===== src/rtl/noc_packet_injector.sv =====
// -----------------------------------------------------------------------------
// noc_packet_injector
//
// Source-side packetizer for the local input port of a 2D-mesh NoC router.
// A packet request (destination + body length) is turned into one header flit
// carrying the first-hop routing direction, followed by `req_length` body
// flits taken from the data stream. Routers further along compute every later
// hop from the header routing field; only the first hop is computed here, using
// the same X-first-then-Y rule. Flow control toward the router is credit based.
//
// The file also holds package `noc`, which defines the coordinate and
// direction types shared with the router.
//
// Parameters
//   FlitWidth  flit payload width, excluding the head/tail preamble (>= 21 so
//              the header fields fit)
//   Credits    depth of the router local input buffer; credit counter reset value
//
// Ports
//   clk              clock
//   rst              asynchronous, active-low reset
//   position         this router's x,y coordinates (static after init)
//   req_valid/ready  packet request handshake
//   req_destination  destination x,y
//   req_length       number of body flits (0..255)
//   data_valid/ready body word handshake
//   data_in          body word
//   flit_valid       flit_out valid (never back-pressured)
//   flit_out         {head, tail, payload}
//   credit_in        one-cycle pulse per freed router buffer slot
//   drop_pulse       one-cycle pulse when a self-addressed request is dropped
//                    (only present when NOC_INJECTOR_LOOPBACK_EN is undefined)
//
// Configuration macro: NOC_INJECTOR_LOOPBACK_EN
//   defined   : destination == own position routes goLocal and is injected
//   undefined : such packets are accepted and swallowed (body words consumed,
//               nothing emitted, credits untouched, drop_pulse at the request)
// -----------------------------------------------------------------------------

package noc;

  typedef struct packed {
    logic [3:0] x;
    logic [3:0] y;
  } xy_t;

  typedef enum logic [4:0] {
    goLocal = 5'b00001,
    goEast  = 5'b00010,
    goWest  = 5'b00100,
    goNorth = 5'b01000,
    goSouth = 5'b10000
  } direction_t;

endpackage

module noc_packet_injector #(
  parameter int FlitWidth = 64,
  parameter int Credits   = 4
) (
  input  logic                 clk,
  input  logic                 rst,
  input  noc::xy_t             position,
  input  logic                 req_valid,
  output logic                 req_ready,
  input  noc::xy_t             req_destination,
  input  logic [7:0]           req_length,
  input  logic                 data_valid,
  output logic                 data_ready,
  input  logic [FlitWidth-1:0] data_in,
  output logic                 flit_valid,
  output logic [FlitWidth+1:0] flit_out,
  input  logic                 credit_in
`ifndef NOC_INJECTOR_LOOPBACK_EN
  ,
  output logic                 drop_pulse
`endif
);

  localparam int CW = $clog2(Credits + 1);

  localparam logic [1:0] StIdle = 2'd0;
  localparam logic [1:0] StHead = 2'd1;
  localparam logic [1:0] StBody = 2'd2;

  logic [1:0]           state;
  noc::xy_t             pos_q;
  noc::xy_t             dest_q;
  logic [7:0]           len_q;
  logic [7:0]           rem_q;
  logic [4:0]           route_q;
  logic                 drop_q;
  logic [CW-1:0]        credits_q;

  logic [4:0]           route;
  logic                 drop_now;
  logic                 req_fire;
  logic                 data_fire;
  logic                 have_credit;
  logic                 head_send;
  logic                 body_send;
  logic                 flit_send;
  logic [FlitWidth-1:0] header_payload;

  // Position is registered so routing sees it one cycle after it changes.
  always_ff @(posedge clk or negedge rst) begin
    if (!rst) begin
      pos_q <= '0;
    end else begin
      pos_q <= position;
    end
  end

  // First hop: resolve X completely before Y; equal coordinates stay local.
  always_comb begin
    route = noc::goLocal;
    if (pos_q.x > req_destination.x) begin
      route = noc::goWest;
    end else if (pos_q.x < req_destination.x) begin
      route = noc::goEast;
    end else if (pos_q.y > req_destination.y) begin
      route = noc::goNorth;
    end else if (pos_q.y < req_destination.y) begin
      route = noc::goSouth;
    end
  end

`ifdef NOC_INJECTOR_LOOPBACK_EN
  assign drop_now = 1'b0;
`else
  // Self-addressed packets would bounce straight back into this port, so they
  // are swallowed here instead of being injected.
  assign drop_now   = (req_destination == pos_q);
  assign drop_pulse = req_fire && drop_now;
`endif

  assign have_credit = (credits_q != '0);
  assign req_ready   = (state == StIdle);
  // A dropped packet still drains its body words but never needs a credit.
  assign data_ready  = (state == StBody) && (drop_q || have_credit);
  assign req_fire    = req_valid && req_ready;
  assign data_fire   = data_valid && data_ready;
  assign head_send   = (state == StHead) && !drop_q && have_credit;
  assign body_send   = data_fire && !drop_q;
  assign flit_send   = head_send || body_send;

  // Header payload: routing in the low bits, then destination, then source.
  always_comb begin
    header_payload        = '0;
    header_payload[4:0]   = route_q;
    header_payload[12:5]  = dest_q;
    header_payload[20:13] = pos_q;
  end

  // Packet sequencing: latch the request, emit the header, then count down
  // the body flits. rem_q holds the number of body flits still to send.
  always_ff @(posedge clk or negedge rst) begin
    if (!rst) begin
      state   <= StIdle;
      dest_q  <= '0;
      len_q   <= '0;
      rem_q   <= '0;
      route_q <= noc::goLocal;
      drop_q  <= 1'b0;
    end else begin
      case (state)
        StIdle: begin
          if (req_fire) begin
            dest_q  <= req_destination;
            len_q   <= req_length;
            rem_q   <= req_length;
            route_q <= route;
            drop_q  <= drop_now;
            state   <= StHead;
          end
        end
        StHead: begin
          if (drop_q || have_credit) begin
            state <= (len_q == 8'd0) ? StIdle : StBody;
          end
        end
        StBody: begin
          if (data_fire) begin
            rem_q <= rem_q - 8'd1;
            if (rem_q == 8'd1) begin
              state <= StIdle;
            end
          end
        end
        default: state <= StIdle;
      endcase
    end
  end

  // Registered flit output; flit_out keeps its last value while not valid.
  always_ff @(posedge clk or negedge rst) begin
    if (!rst) begin
      flit_valid <= 1'b0;
      flit_out   <= '0;
    end else begin
      flit_valid <= flit_send;
      if (head_send) begin
        flit_out <= {1'b1, (len_q == 8'd0), header_payload};
      end else if (body_send) begin
        flit_out <= {1'b0, (rem_q == 8'd1), data_in};
      end
    end
  end

  // Credit counter. A returned credit only becomes usable next cycle because
  // the send decision looks at the registered count. Returning a credit into
  // a full counter is an environment error and is ignored (saturates).
  always_ff @(posedge clk or negedge rst) begin
    if (!rst) begin
      credits_q <= CW'(Credits);
    end else begin
      case ({flit_send, credit_in})
        2'b10: credits_q <= credits_q - CW'(1);
        2'b01: begin
          if (credits_q != CW'(Credits)) begin
            credits_q <= credits_q + CW'(1);
          end
        end
        default: credits_q <= credits_q;
      endcase
    end
  end

endmodule

===== config.mk =====
export PLATFORM = sky130hd
export DESIGN_NAME = noc_packet_injector
export DESIGN_NICKNAME = d
export VERILOG_FILES = /design/src/rtl/noc_packet_injector.sv
export SDC_FILE = /design/constraint.sdc
export NUM_CORES = 1
export LEC_CHECK = 0
export CAP_MARGIN = 20
export CORE_ASPECT_RATIO = 0.5
export CORE_UTILIZATION = 40
export DETAILED_ROUTE_END_ITERATION = 10
export PLACE_DENSITY = 0.87
export SYNTH_ARGS = -nofsm -noshare
export SYNTH_HDL_FRONTEND = slang
export SYNTH_SLANG_ARGS = --single-unit
export TNS_END_PERCENT = 1

===== constraint.sdc =====
create_clock -name clk -period 2.9 [get_ports clk]
set_input_delay 0.87 -clock clk [delete_from_list [all_inputs] [get_ports clk]]
set_output_delay 0.87 -clock clk [all_outputs]
set_load 0.01 [all_outputs]

# Word-level counts from Yosys, hierarchy flattened
# Index checks and enable logic that the tools add are counted.
# Widths: inputs -> output; s select.
[op_classes]
n_shift = 0
muxes = 17
magnitude_cmp = 4
n_mul = 0
n_reduce_logical = 20
n_bitwise = 0
addsub = 3
n_eq_ne = 12
div_mod_pow = 0
[op_table]
columns = ["op", "n"]
rows = [
  ["$mux 66", 2],
  ["$mux 5", 4],
  ["$mux 8", 2],
  ["$pmux 8 s2", 1],
  ["$mux 2", 5],
  ["$eq 8x1->1 const B", 1],
  ["$eq 8x8->1", 1],
  ["$gt 4x4->1", 2],
  ["$logic_not 8->1", 1],
  ["$lt 4x4->1", 2],
  ["$sub 8x1->8 const B", 1],
  ["$logic_and 1x1->1", 7],
  ["$ne 2x2->1 const B", 3],
  ["$pmux 2 s3", 1],
  ["$pmux 3 s2", 1],
  ["$reduce_bool 2->1", 3],
  ["$eq 2x1->1 const B", 2],
  ["$eq 2x2->1 const B", 2],
  ["$ne 2x1->1 const B", 2],
  ["$reduce_and 2->1", 2],
  ["$reduce_and 4->1", 1],
  ["$add 3x1->3 const B", 1],
  ["$mux 3", 1],
  ["$ne 3x3->1 const B", 1],
  ["other kinds (6)", 7],
]
[totals]
mem_bits_rw = 0
in_bits = 93
latch_bits = 0
reg_bits = 110
rom_bits = 0
word_cells = 68
output_inout_bits = 70
memories = 0

# Longest topological paths before layout
# Gate-level depths: netlist (run 1).
[logic_depth]
depth_word = 9
mapped_depth = 10
depth_no_buf = 7

# Worst setup path after synthesis (run 1)
# OpenSTA, ideal clock, no wires.
[synth_timing]
path_kind = "input to register"
startpoint = "in data_valid"
endpoint = "reg credits_q[2]"
stages = 9
required_ns = 2.819
path_slack_ns = -0.082
n_path_buf = 2
t_arrival_ns = 2.900
setup_ns = 0.081
cell_sequence = "nand3b_4 -> a211o_1 -> buf_6 -> clkbuf_1 -> nand2_1 -> fa_1 -> or4_1 -> a221o_1 -> o211ai_1"
[synth_between]
elab_chain_cells = 6
word_cells_on_any_way = 9
cone_classes = "eq/ne: 3; mux: 1; reduce/logical: 5"
[synth_lines]
columns = ["item", "line_no", "source"]
rows = [
  ["from (decl)", "68", "input logic data_valid,"],
  ["$logic_and 1x1->1 (*)", "142", "assign data_fire = data_valid && data_ready;"],
  ["$logic_and 1x1->1 (*)", "144", "assign body_send = data_fire && !drop_q;"],
  ["$logic_or 1x1->1 (*)", "145", "assign flit_send = head_send || body_send;"],
  ["$eq 2x1->1 or $eq 2x2->1 (tied branches)", "217", "case ({flit_send, credit_in})"],
  ["$ne 2x2->1 (no line) or $reduce_bool 2->1 (tied branches)", "-", ""],
  ["$reduce_and 2->1 (no line)", "-", ""],
  ["to (signal assigned)", "215", "credits_q <= CW'(Credits);"],
  ["to (signal assigned)", "218", "2'b10: credits_q <= credits_q - CW'(1);"],
  ["to (signal assigned)", "221", "credits_q <= credits_q + CW'(1);"],
  ["to (decl)", "93", "logic [CW-1:0] credits_q;"],
]
# Mark *: on every way between the ends. The rest lies on a longest branch, timed or not.
# A chain may end at the register's enable or synchronous reset.

# Worst setup path in the final report (run 1)
[layout_timing]
startpoint = "in req_destination[5] (netlist bit)"
endpoint = "out drop_pulse"
[layout_between]
elab_chain_cells = 2
[layout_lines]
columns = ["item", "line_no", "source"]
rows = [
  ["from (decl)", "66", "input noc::xy_t req_destination,"],
  ["$eq 8x8->1", "133", "assign drop_now = (req_destination == pos_q);"],
  ["$logic_and 1x1->1", "134", "assign drop_pulse = req_fire && drop_now;"],
  ["to (decl)", "76", "output logic drop_pulse"],
]
# Every way passes these cells.

==> results of run 1 <==
[synth_stat cells, types with 3 or more instances]
master / number
inv_1: 14
nor2_1: 38
nand2b_1: 5
o21ai_0: 12
nand3_1: 3
nand2_1: 74
a22o_1: 40
nor2b_1: 4
buf_2: 7
a31oi_1: 9
nor4_1: 5
nor3_1: 6
a21oi_1: 13
ha_1: 10
a221o_1: 3
o22ai_1: 14
mux2i_1: 3
or3_1: 5
clkbuf_1: 16
a32o_1: 3
dfrtp_1: 108
[report_power, final]
| group | internal [uW] | total, uW | leakage (uW) | switching (uW) |
|---|---|---|---|---|
| clock | 753 | 1320 | 0.000155 | 562 |
| combinational | 1810 | 3450 | 0.00159 | 1640 |
| sequential | 2240 | 2750 | 0.00136 | 506 |
| total | 4800 | 7510 | 0.00310 | 2710 |
[cell usage in the layout, fill, tap and decap left out, types with 3 or more instances in the layout]
| cell | netlist | layout |
|---|---|---|
| a21oi_1 | 13 | 13 |
| a221o_1 | 3 | 3 |
| a22o_1 | 40 | 40 |
| a31oi_1 | 9 | 9 |
| a32o_1 | 3 | 3 |
| buf_12 | 0 | 3 |
| buf_4 | 1 | 28 |
| clkbuf_16 | 0 | 9 |
| clkdlybuf4s50_1 | 0 | 151 |
| dfrtp_1 | 108 | 107 |
| dlygate4sd2_1 | 0 | 9 |
| ha_1 | 10 | 4 |
| ha_4 | 0 | 6 |
| inv_1 | 14 | 8 |
| inv_2 | 1 | 7 |
| mux2i_1 | 3 | 3 |
| nand2_1 | 74 | 73 |
| nand2b_1 | 5 | 5 |
| nand3_1 | 3 | 3 |
| nor2_1 | 38 | 37 |
| nor2b_1 | 4 | 4 |
| nor3_1 | 6 | 6 |
| nor4_1 | 5 | 5 |
| o21ai_0 | 12 | 12 |
| o22ai_1 | 14 | 14 |
| or3_1 | 5 | 5 |
[worst paths after layout]
| path | cells after the start | slack, ns | start | endpoint |
|---|---|---|---|---|
| max | 7 | 0.008 | req_destination[5] | drop_pulse |
| min | 1 | 0.48 | len_q[2] | len_q[2] |
| max reg2reg | 7 | 0.35 | credits_q[0] | credits_q[2] |
| min reg2reg | 1 | 0.48 | len_q[2] | len_q[2] |
| max in group asynchronous | 2 | 1.71 | rst | flit_out[55] |
| min in group asynchronous | 1 | 0.52 | rst | flit_out[18] |
[worst max-delay path: cells and delay by family]
family	cells	cell delay [ns]
adders and majority gates	1	0.26
buffers and inverters	3	0.40
and+or+nand+nor	3	0.49
[final cells by class]
cell class | instances | area (um^2)
diodes | 2 | 5.00
fillers | 846 | 4180
clock buffers | 9 | 225
well taps | 159 | 199
repair buffers | 192 | 1870
clock inverters | 6 | 87.6
multi-input cells | 289 | 1900
inverters | 15 | 56.3
flip-flops and latches | 110 | 2760
[cells by family (layout without fill, tap and decap cells)]
logic type,Yosys count,count (layout),share of synthesized area [%]
adder cells (fa/ha/maj),11,11,3.06
flip-flops,110,110,58.0
AO/OA/AOI/OAI,117,117,18.4
other,0,2,0
AND/OR/NAND/NOR,158,158,16.0
buffers and inverters,42,222,3.90
multiplexers,3,3,0.633
[sequential cells by signal, summed over array words and instances (netlist names)]
signal / count
state: 2
dest_q: 8
credits_q: 3
flit_out: 66
flit_valid: 1
route_q: 5
len_q: 8
rem_q: 8
drop_q: 1
header_payload: 8
[repair_timing]
action	4_1_cts	5_1_grt
setup endpoints to repair	1	2
buffers inserted	7	0
pin swaps	10	0
gates resized for setup	29	3
[stage by stage]
| step | instances | TNS [ns] | utilization, % |
|---|---|---|---|
| after floorplan | 441 | 0 | - |
| after global placement | 758 | -0.763 | 58.9 |
| after detailed placement | 758 | -0.870 | 58.9 |
| after CTS | 780 | 0 | 62.8 |
| after global routing | 782 | -0.0176 | 62.9 |
| final | 782 | 0 | 62.9 |
[layer usage]
| layer | up-vias | GRT usage (%) | wire, um |
|---|---|---|---|
| met4 | 0 | 12.1 | 471 |
| met3 | 45 | 5.46 | 722 |
| met2 | 148 | 41.1 | 7360 |
| met1 | 2105 | 29.1 | 5820 |
| met5 | - | 0 | 0 |
| li1 | 1942 | - | - |
==> flow_metrics.py, run 1 <==
metrics = {
    "floorplanning": {
        "core_area_mm2": 0.0113,
        "std_cell_rows": 27,
        "start_util_pct": 42.1,
        "dieArea_mm2": 0.0123,
        "io_pins": 163,
        "fp.dieW_um": 156,
        "fp.dieH_um": 79.0,
    },
    "power_and_ir_drop": {
        "p_total_uw": 7510,
        "leakagePower_uw": 0.00310,
        "powerDensity_mw_per_mm2": 1060,
        "ir_worst_vdd_mv": 0.396,
    },
    "timing": {
        "postLayoutSetupSlackWorst_ns": 0.00803,
        "holdWs_ns": 0.481,
        "skew_ns": 0.00806,
        "slew_viol_final": 0,
        "period_minus_slack_ns": 2.89,
        "worst_slew_pin_slew_ns": 0.698,
        "fmax_ghz": 0.346,
        "slew_headroom_pct": 53.1,
        "fin_crit_sh_pct": 99.7,
        "finalHoldViolCount": 0,
        "setup_viol": 0,
    },
    "grt": {
        "grt-ovfl-total": 0,
        "grt_pass1_vias": 4354,
        "antenna_found_initial": 2,
        "grt_util_all_layers_pct": 24.1,
        "grt_pass1_wl_mm": 22.7,
        "grt_max_degree": 54,
    },
    "routing": {
        "num_vias": 4240,
        "vias_per_cell": 5.42,
        "drcViolationCount": 0,
        "wirelength_mm": 14.4,
        "drt_pass1_iterations": 5,
        "wl_per_cell_um": 18.4,
        "ant_nets": 0,
        "drtIter0Drc": 304,
    },
    "clocking": {
        "cts_sinks": 110,
        "clockBufferDepth": 2,
        "htree_levels": 3,
        "clk_pin_slew_ns": 0.07,
        "clk_latency_ns": 0.35,
        "cts-root-buf": "clkbuf_16",
        "cts_tree": "built",
        "numCtsBuffers": 9,
        "holdBufCountCts": 0,
    },
    "worst_setup_path": {
        "critical_path_class": "input pin to output pin",
        "crit_path_max_fanout": 2,
        "slowest_stage": "ha_4",
        "end_kind": "output pin",
        "cpPeakStageDelay_ns": 0.26,
        "path_cells": "dlygate4sd2_1 > inv_2 > ha_4 > and4_4 > nand2_2 > nor2_4 > buf_6",
        "critical_path_arrival_ns": 2.02,
        "start_kind": "input pin",
        "critPathRequiredTime_ns": 2.03,
    },
    "place": {
        "io_buffers": 162,
        "gp_congestion": 0.842,
        "post_dp_cell_area_mm2": 0.00665,
        "dp_hpwl_mm": 9.96,
        "place_ws_ns": -0.699,
    },
    "synthesis": {
        "ys_ff_latch": 110,
        "async_reset_ff_share_pct": 100,
        "syn_nets": 545,
        "synth_top_area_share_pct": 56.9,
        "syn_avg_cell_area_um2": 10.8,
        "netlist_area_mm2": 0.00475,
        "yosysTopAreaCell": "dfrtp_1",
        "synth.distinct_cells": 56,
        "yosysSeqAreaShare_pct": 58.0,
        "synth-main-ff-cell": "dfrtp_1",
        "syn_inst": 441,
        "synth-warning-count": 0,
        "synthTopCellsByArea": "dfrtp_1 (57%), a22o_1 (7.4%), nand2_1 (5.9%)",
        "synth_edf_count": 0,
    },
    "final_layout": {
        "layout.nets": 721,
        "syn_to_final_growth_pct": 49.6,
        "drive_gt1_share_pct": 12.1,
        "design_area_mm2": 0.00710,
    },
    "outcome": {
        "status": "complete, no violations",
    },
    "flow_run": {
        "cap_violations": 0,
    },
    "hold_path": {
        "hp-class": "register to register",
    },
}
No activity file was read; power rests on OpenSTA's default activity.
==> run 2, diff against run 1 <==
--- a/config.mk
+++ b/config.mk
@@ -7,9 +7,9 @@
 export LEC_CHECK = 0
 export CAP_MARGIN = 20
 export CORE_ASPECT_RATIO = 0.5
-export CORE_UTILIZATION = 40
+export CORE_UTILIZATION = 33
 export DETAILED_ROUTE_END_ITERATION = 10
-export PLACE_DENSITY = 0.87
+export PLACE_DENSITY = 0.76
 export SYNTH_ARGS = -nofsm -noshare
 export SYNTH_HDL_FRONTEND = slang
 export SYNTH_SLANG_ARGS = --single-unit
==> flow_metrics.py, run 2 (synthesis gave the netlist of run 1 again) <==
metrics = {
    "final_layout": {
        "syn_to_final_growth_pct": 49.9,
        "top_register": "flit_out",
        "seq_area_mm2": 0.00276,
        "layout_common_cells": "clkdlybuf4s50_1 (151), dfrtp_1 (107), nand2_1 (73)",
        "layout.nets": 723,
        "fin_util_pct": 51.6,
        "layout.cells.non_filler": 816,
        "fillers": 1179,
        "largest_register_ff_count": 66,
        "antenna_cells": 0,
        "drive_gt1_share_pct": 12.3,
        "final_common_cell": "clkdlybuf4s50_1",
        "multi_input_area_mm2": 0.00190,
    },
    "worst_setup_path": {
        "crit_family": "buffers and inverters",
        "path_cells": "dlygate4sd2_1 > inv_2 > ha_4 > and4_1 > nand2_2 > nor2_2 > buf_4 > buf_4 > buf_4 > buf_4 > buf_4 > buf_4 > buf_4 > buf_4 > buf_4 > buf_4 > a32o_1",
        "critical_path_arrival_ns": 3.17,
        "crit_path_max_fanout": 2,
        "critical_path_class": "input pin to register",
        "start_kind": "input pin",
        "critPathRequiredTime_ns": 3.18,
        "slowest_stage": "dlygate4sd2_1",
        "end_kind": "register",
        "cpPeakStageDelay_ns": 0.24,
        "cp_num_buf_inv": 12,
        "cpMostUsedCell": "buf_4",
    },
    "timing": {
        "grt_setup_unrepaired": "true",
        "worst_slew_pin_slew_ns": 0.711,
        "finalHoldViolCount": 0,
        "period_minus_slack_ns": 2.89,
        "skew_ns": 0.0135,
        "fin_crit_sh_pct": 99.7,
        "slew_headroom_pct": 52.2,
        "fin_tns_setup_ns": 0,
        "setup_viol": 0,
        "slew_viol_final": 0,
        "fmax_ghz": 0.346,
    },
    "place": {
        "dp_hpwl_mm": 9.71,
        "io_buffers": 162,
        "dp.cells": 790,
        "gp_congestion": 0.882,
    },
    "grt": {
        "grt_pass1_wl_mm": 21.4,
        "grt-ovfl-total": 0,
        "grt_max_degree": 50,
        "antenna_found_initial": 0,
        "grt_util_all_layers_pct": 18.6,
        "grt_pass1_vias": 4007,
    },
    "clocking": {
        "cts_sinks": 110,
        "clockBufferDepth": 2,
        "cts_tree": "built",
        "cts-root-buf": "clkbuf_16",
        "clk_latency_ns": 0.35,
        "clk_pin_slew_ns": 0.08,
        "holdBufCountCts": 0,
        "htree_levels": 3,
        "numCtsBuffers": 9,
    },
    "routing": {
        "num_vias": 4066,
        "wl_per_cell_um": 16.6,
        "wirelength_mm": 13.6,
        "drt_pass1_iterations": 4,
        "drtIter0Drc": 192,
        "vias_per_cell": 4.98,
        "ant_nets": 0,
        "drcViolationCount": 0,
    },
    "power_and_ir_drop": {
        "ir_worst_vdd_mv": 0.421,
        "powerDensity_mw_per_mm2": 1030,
        "leakagePower_uw": 0.00311,
        "p_total_uw": 7330,
    },
    "hold_path": {
        "hp-class": "input pin to asynchronous set/reset pin",
    },
    "floorplanning": {
        "dieArea_mm2": 0.0149,
        "fp.dieW_um": 172,
        "start_util_pct": 34.5,
        "fp.dieH_um": 86.8,
        "io_pins": 163,
        "std_cell_rows": 30,
        "core_area_mm2": 0.0138,
    },
    "flow_run": {
        "cap_violations": 0,
    },
    "outcome": {
        "status": "complete, no violations",
    },
}
run 2: layout make-up:
cell class / count / area share [%]
multi-input combinational: 289 / 26.7
tap: 192 / 3.38
timing repair buffer: 194 / 26.4
clock inverter: 6 / 0.739
clock buffer: 10 / 3.22
sequential: 110 / 38.7
inverter: 15 / 0.791
run 2: final timing paths:
check,startpoint,endpoint,slack (ns),depth (start not counted)
min in group clk,len_q[6],len_q[6],0.48,2
worst min register to register,len_q[6],len_q[6],0.48,2
worst min-delay path,rst,flit_out[20],0.47,1
worst max-delay path,req_destination[7],route_q[0],0.009,17
worst max register to register,credits_q[0],credits_q[2],0.33,7
max in group asynchronous,rst,flit_out[56],1.74,2
run 2: what timing repair did:
item                                   in CTS  in global routing
setup buffers                              10                  0
endpoints found under the hold margin       0                  0
resized for setup                          26                  4
gates cloned                                0                  0
setup endpoints to repair                   1                  3
pin swaps                                   9                  2
run 2: report_power, final:
part | leakage, uW | internal [uW] | total, uW | switching (uW)
clock | 0.000137 | 599 | 1190 | 588
combinational | 0.00161 | 1810 | 3410 | 1610
sequential | 0.00136 | 2240 | 2730 | 488
total | 0.00311 | 4640 | 7330 | 2690
run 2: layer usage:
metal  vias up  share of wire [%]  global-route usage (%)
li1       1940                  -                       -
met1      2008                 44                    24.7
met2        93                 50                    30.6
met3        25                4.3                    4.79
met4         0                1.8                    4.38
met5         -                  0                       0
run 2: stage by stage:
| stage | worst slack [ns] | area (um^2) | hold WS [ns] |
|---|---|---|---|
| floorplan | 0.0269 | 4750 | 0.446 |
| global route | -0.0124 | 7110 | 0.491 |
| global placement | -0.630 | 6680 | 0.459 |
| CTS | 0.0139 | 7100 | 0.481 |
| finish | 0.00931 | 7110 | 0.470 |
| detailed placement | -0.634 | 6680 | 0.465 |
